**config.mk**
```make
export PLATFORM = sky130hd
export DESIGN_NAME = rpc_cmd_arbiter
export DESIGN_NICKNAME = d
export VERILOG_FILES = /design/src/rtl/rpc_config_path_pkg.sv /design/src/rtl/rpc_cmd_arbiter.sv
export SDC_FILE = /design/constraint.sdc
export NUM_CORES = 1
export LEC_CHECK = 0
export CAP_MARGIN = 20
export CORE_MARGIN = 3
export CORE_UTILIZATION = 38
export DETAILED_ROUTE_END_ITERATION = 6
export GPL_ROUTABILITY_DRIVEN = 0
export PLACE_DENSITY = 0.85
export SETUP_SLACK_MARGIN = 0.15
export SYNTH_ARGS = -nofsm -noshare
export SYNTH_HDL_FRONTEND = slang
export SYNTH_SLANG_ARGS = --single-unit
```
**constraint.sdc**
```tcl
create_clock -name clk_i -period 1.7 [get_ports clk_i]
set_input_delay 0.34 -clock clk_i [delete_from_list [all_inputs] [get_ports clk_i]]
set_output_delay 0.34 -clock clk_i [all_outputs]
set_load 0.005 [all_outputs]
```
**src/rtl/rpc_config_path_pkg.sv**
```systemverilog
// Shared types for the RPC configuration path.
// Command source encoding used by the arbiter and the CMD_FSM.
package rpc_config_path_pkg;

   typedef enum logic [1:0] {
      SRC_REF    = 2'd0,
      SRC_ZQC    = 2'd1,
      SRC_DIRECT = 2'd2
   } cmd_src_e;

endpackage

```
**src/rtl/rpc_cmd_arbiter.sv**
```systemverilog
// Refresh/ZQC/direct command arbiter with a single-entry output register.
// A starvation counter promotes a waiting direct command to top priority.
module rpc_cmd_arbiter
   import rpc_config_path_pkg::*;
#(
   parameter int CMD_WIDTH        = 19,
   parameter int STARVE_LIMIT     = 16,
   parameter int STARVE_CNT_WIDTH = $clog2(STARVE_LIMIT + 1)
) (
   input  logic                 clk_i,
   input  logic                 rst_ni,
   input  logic                 rpc_init_completed_i,
   input  logic                 ref_valid_i,
   input  logic [CMD_WIDTH-1:0] ref_cmd_i,
   output logic                 ref_ready_o,
   input  logic                 zqc_valid_i,
   input  logic [CMD_WIDTH-1:0] zqc_cmd_i,
   output logic                 zqc_ready_o,
   input  logic                 direct_cmd_valid_i,
   input  logic [CMD_WIDTH-1:0] direct_cmd_i,
   output logic                 direct_cmd_ready_o,
   output logic                 cmd_valid_o,
   output logic [CMD_WIDTH-1:0] cmd_o,
   input  logic                 cmd_ready_i,
   output cmd_src_e             cmd_src_o
);

   localparam logic [STARVE_CNT_WIDTH-1:0] LIMIT =
      STARVE_CNT_WIDTH'(STARVE_LIMIT);

   logic                        cmd_valid_q;
   logic [CMD_WIDTH-1:0]        cmd_q;
   cmd_src_e                    src_q;
   logic [STARVE_CNT_WIDTH-1:0] starve_cnt_q, starve_cnt_d;

   logic                 load_en;
   logic                 promote;
   logic                 gnt_ref, gnt_zqc, gnt_dir;
   logic                 xfer;
   logic [CMD_WIDTH-1:0] sel_cmd;
   cmd_src_e             sel_src;

   assign load_en = rpc_init_completed_i & (~cmd_valid_q | cmd_ready_i);
   assign promote = (starve_cnt_q == LIMIT);

   // Promotion only reorders direct ahead; ref > zqc holds otherwise.
   always_comb begin
      gnt_ref = 1'b0;
      gnt_zqc = 1'b0;
      gnt_dir = 1'b0;
      sel_cmd = direct_cmd_i;
      sel_src = SRC_DIRECT;
      if (promote && direct_cmd_valid_i) begin
         gnt_dir = 1'b1;
      end else if (ref_valid_i) begin
         gnt_ref = 1'b1;
         sel_cmd = ref_cmd_i;
         sel_src = SRC_REF;
      end else if (zqc_valid_i) begin
         gnt_zqc = 1'b1;
         sel_cmd = zqc_cmd_i;
         sel_src = SRC_ZQC;
      end else if (direct_cmd_valid_i) begin
         gnt_dir = 1'b1;
      end
   end

   assign ref_ready_o        = gnt_ref & load_en;
   assign zqc_ready_o        = gnt_zqc & load_en;
   assign direct_cmd_ready_o = gnt_dir & load_en;
   assign xfer = ref_ready_o | zqc_ready_o | direct_cmd_ready_o;

   always_ff @(posedge clk_i or negedge rst_ni) begin
      if (!rst_ni) begin
         cmd_valid_q <= 1'b0;
         cmd_q       <= '0;
         src_q       <= SRC_REF;
      end else if (xfer) begin
         cmd_valid_q <= 1'b1;
         cmd_q       <= sel_cmd;
         src_q       <= sel_src;
      end else if (cmd_ready_i) begin
         cmd_valid_q <= 1'b0;
      end
   end

   // Only lost arbitration counts; stalls and init-gating hold the count.
   always_comb begin
      starve_cnt_d = starve_cnt_q;
      if (direct_cmd_ready_o) begin
         starve_cnt_d = '0;
      end else if (direct_cmd_valid_i && xfer && !promote) begin
         starve_cnt_d = starve_cnt_q + STARVE_CNT_WIDTH'(1);
      end
   end

   always_ff @(posedge clk_i or negedge rst_ni) begin
      if (!rst_ni) begin
         starve_cnt_q <= '0;
      end else begin
         starve_cnt_q <= starve_cnt_d;
      end
   end

   assign cmd_valid_o = cmd_valid_q;
   assign cmd_o       = cmd_q;
   assign cmd_src_o   = src_q;

endmodule

```
==> impl_metrics.toml, run 1 <==
[sta]
clock_skew_ns = 0.008074
clock.fmax_mhz = 559.8
tightestPinTransition_ns = 0.3619
hold_violations = 0
fin_ws_ns = -0.08628
min_period_over_period = 1.051
relSlewSlack = 0.7587
setup_viol = 3
drv_slew = 0
post-route-min-period_ns = 1.786
rsz0062_at_grt = "true"

[detailed_routing]
drt_wl_total_um = 5892
drc_errors = 0
vias_per_cell = 5.782
vias = 1827
ant_nets = 0
firstDrtPassIters = 4
drt_iter0_drc = 63
wl_per_cell_um = 18.65

[worst_setup_path]
worstSetupEndpointType = "output port"
critical_path_class = "flip-flop to output port"
cp.required_ns = 1.36
start_kind = "flip-flop"
crit_family = "flip-flops"
crit_fanout = 2
cp_cell_sequence = "inv_2, ha_4, nand4bb_4, buf_6, nor2_4, nor3_2, buf_2"
cp.arrival_ns = 1.45
critPathSlowestCell = "dfrtp_1"
path_buf_inv = 3
slowest_delay_ns = 0.40

[yosys]
avgSynthCellArea_um2 = 9.877
synth_edf_count = 0
yosysWarnings = 0
ys.flop_type = "dfrtp_1"
synth_fp_nets = 227
synthArstFlopShare = 1.000
synth_top_area_frac = 0.4249
ys_seq_elements = 27
synth_cells = 161
synthTopCellsByArea = "dfrtp_1, o32ai_1, o221ai_2"
synth_area_um2 = 1590
ys_seq_area_frac = 0.4249
synthDistinctLibCells = 30
synth_top_cell_by_area = "dfrtp_1"

[die]
rows = 22
start_util = 0.4127
num_io_pins = 89
core-area_um2 = 3854
dieArea_um2 = 4997
chipHeight_um = 70.69
die-width_um = 70.69

[pwr]
pwr-share-comb = 0.427
peakVddDrop_v = 0.0005832
p_int_mw = 1.480
pwr-share-clk = 0.174
p_sw_uw = 639.5
p_seq_frac = 0.399
p_leak_nw = 1.146
powerDensity_nw_per_um2 = 717.2
sw_frac_of_total = 0.3017
finalPower_mw = 2.120

[cells_and_area]
layout_commonest_cell = "clkdlybuf4s50_1"
multiInputGateArea_um2 = 1044
fillers = 269
ff_latch_area_um2 = 675.6
final_area_um2 = 2955
fin_nets = 335
final_cell_mix = "clkdlybuf4s50_1, dfrtp_1, nand2_1, buf_4, o21ai_1"
syn2layout_area_growth_pct = 85.84
fin_util = 0.7669
drive_gt1_frac = 0.2873
insertedDiodeCount = 0

[placed_design]
io_buffers = 88
placed_area_um2 = 2628
dp_hpwl_um = 3860

[cts]
cts-htree-levels = 1
holdBufCountCts = 0
cts.sinks = 27
insertion_delay_ns = 0.27
cts_buffers = 3
cts_tree = "yes"
clk_path_buf_depth = 2
cts_root_buf = "clkbuf_8"
clk_pin_slew_ns = 0.10

[global_routing]
antenna_found_initial = 0
grt_pass1_wl_um = 9177
grt_pass1_vias = 1901
grt_usage = 0.2302
grt_overflow = 0
grt_max_degree = 28

[run]
cap_viol_max_count = 0

[worst_hold_path]
min_path_type = "primary input to async pin"

[status]
violations = "setup timing"
outcome = "finished, violations left"
path summary, 6_finish.rpt:
path                                              from               endpoint  slack (ns)  cells after the start
setup reg to reg           starve_cnt_q[1]$_DFFE_PN0P_  cmd_o[17]$_DFFE_PN0P_        0.06                      9
min in group clk_i               cmd_o[13]$_DFFE_PN0P_  cmd_o[13]$_DFFE_PN0P_        0.49                      2
max in group asynchronous                       rst_ni  cmd_o[12]$_DFFE_PN0P_        0.98                      2
setup / recovery           starve_cnt_q[1]$_DFFE_PN0P_            zqc_ready_o       -0.09                      7
hold / removal                                  rst_ni  cmd_o[16]$_DFFE_PN0P_        0.44                      2
hold reg to reg                  cmd_o[13]$_DFFE_PN0P_  cmd_o[13]$_DFFE_PN0P_        0.49                      2
Yosys cell counts, drive strengths merged (2+ instances only):
library cell / number
dfrtp: 27
o21ai: 26
nand2: 25
o221ai: 19
o32ai: 19
buf: 10
nor2: 6
nand3: 5
clkbuf: 3
inv: 3
nor3: 3
and3: 2
ha: 2
nand2b: 2
or2: 2
sequential cells by signal (all words and copies together), names as in the netlist:
register,count
starve_cnt_q,5
cmd_src_o,2
cmd_valid_o,1
cmd_o,19
cells by family (layout without fill, tap and decap cells):
family | Yosys count | in the layout | share of synthesized area
DFF | 27 | 27 | 0.4249
AOI/OAI and AO/OA | 69 | 69 | 0.3588
buffers and inverters | 16 | 123 | 0.05507
and+or+nand+nor | 47 | 47 | 0.1456
adders and majority gates | 2 | 2 | 0.01573
power by group through the flow:
stage	logic (mW)	clock network, mW	registers (mW)
floorplan	0.258	0	0.862
global placement	0.763	0	0.845
detailed placement	0.783	0	0.848
CTS	0.859	0.369	0.841
global route	0.980	0.399	0.860
finish	0.905	0.369	0.846
area by class of cell:
cell class                 count  share of cell area
timing repair buffer         116              0.3785
multi-input combinational    118              0.3531
sequential                    27              0.2286
tap                           48             0.02032
clock buffer                   3             0.01397
inverter                       3            0.003810
clock inverter                 1            0.001693
routing by layer:
metal  part of all wire  up-vias  wire length (um)  global-route usage
met5                  0        -                 0                   0
met4              0.016        0                95             0.05010
met3              0.048        8               281             0.03551
met2               0.55       56              3252              0.4418
met1               0.38      907              2262              0.2665
li1                   -      856                 -                   -
through the flow:
step	setup slack, ns	hold WS, ns	std cells	setup TNS (ns)
finish	-0.08628	0.4421	316	-0.2130
global route	-0.1424	0.4662	316	-0.4207
CTS	-0.1029	0.4553	314	-0.4453
detailed placement	-0.3769	0.4736	307	-3.830
global placement	-0.3701	0.4657	307	-3.227
floorplan	0.1874	0.04441	161	0
what timing repair did:
item | CTS | global route
pin swaps | 6 | 4
cloned | 1 | 0
resized for setup | 40 | 11
buffers inserted | 2 | 2
setup endpoints to repair | 22 | 25
(Power assumes the default switching activity.)
==> inputs of run 2 (changes only) <==
Settings changed: CTS_CLUSTER_SIZE set to 20.
==> results of run 2 <==
Final layout, timing and power as in run 1 (identical DEF).
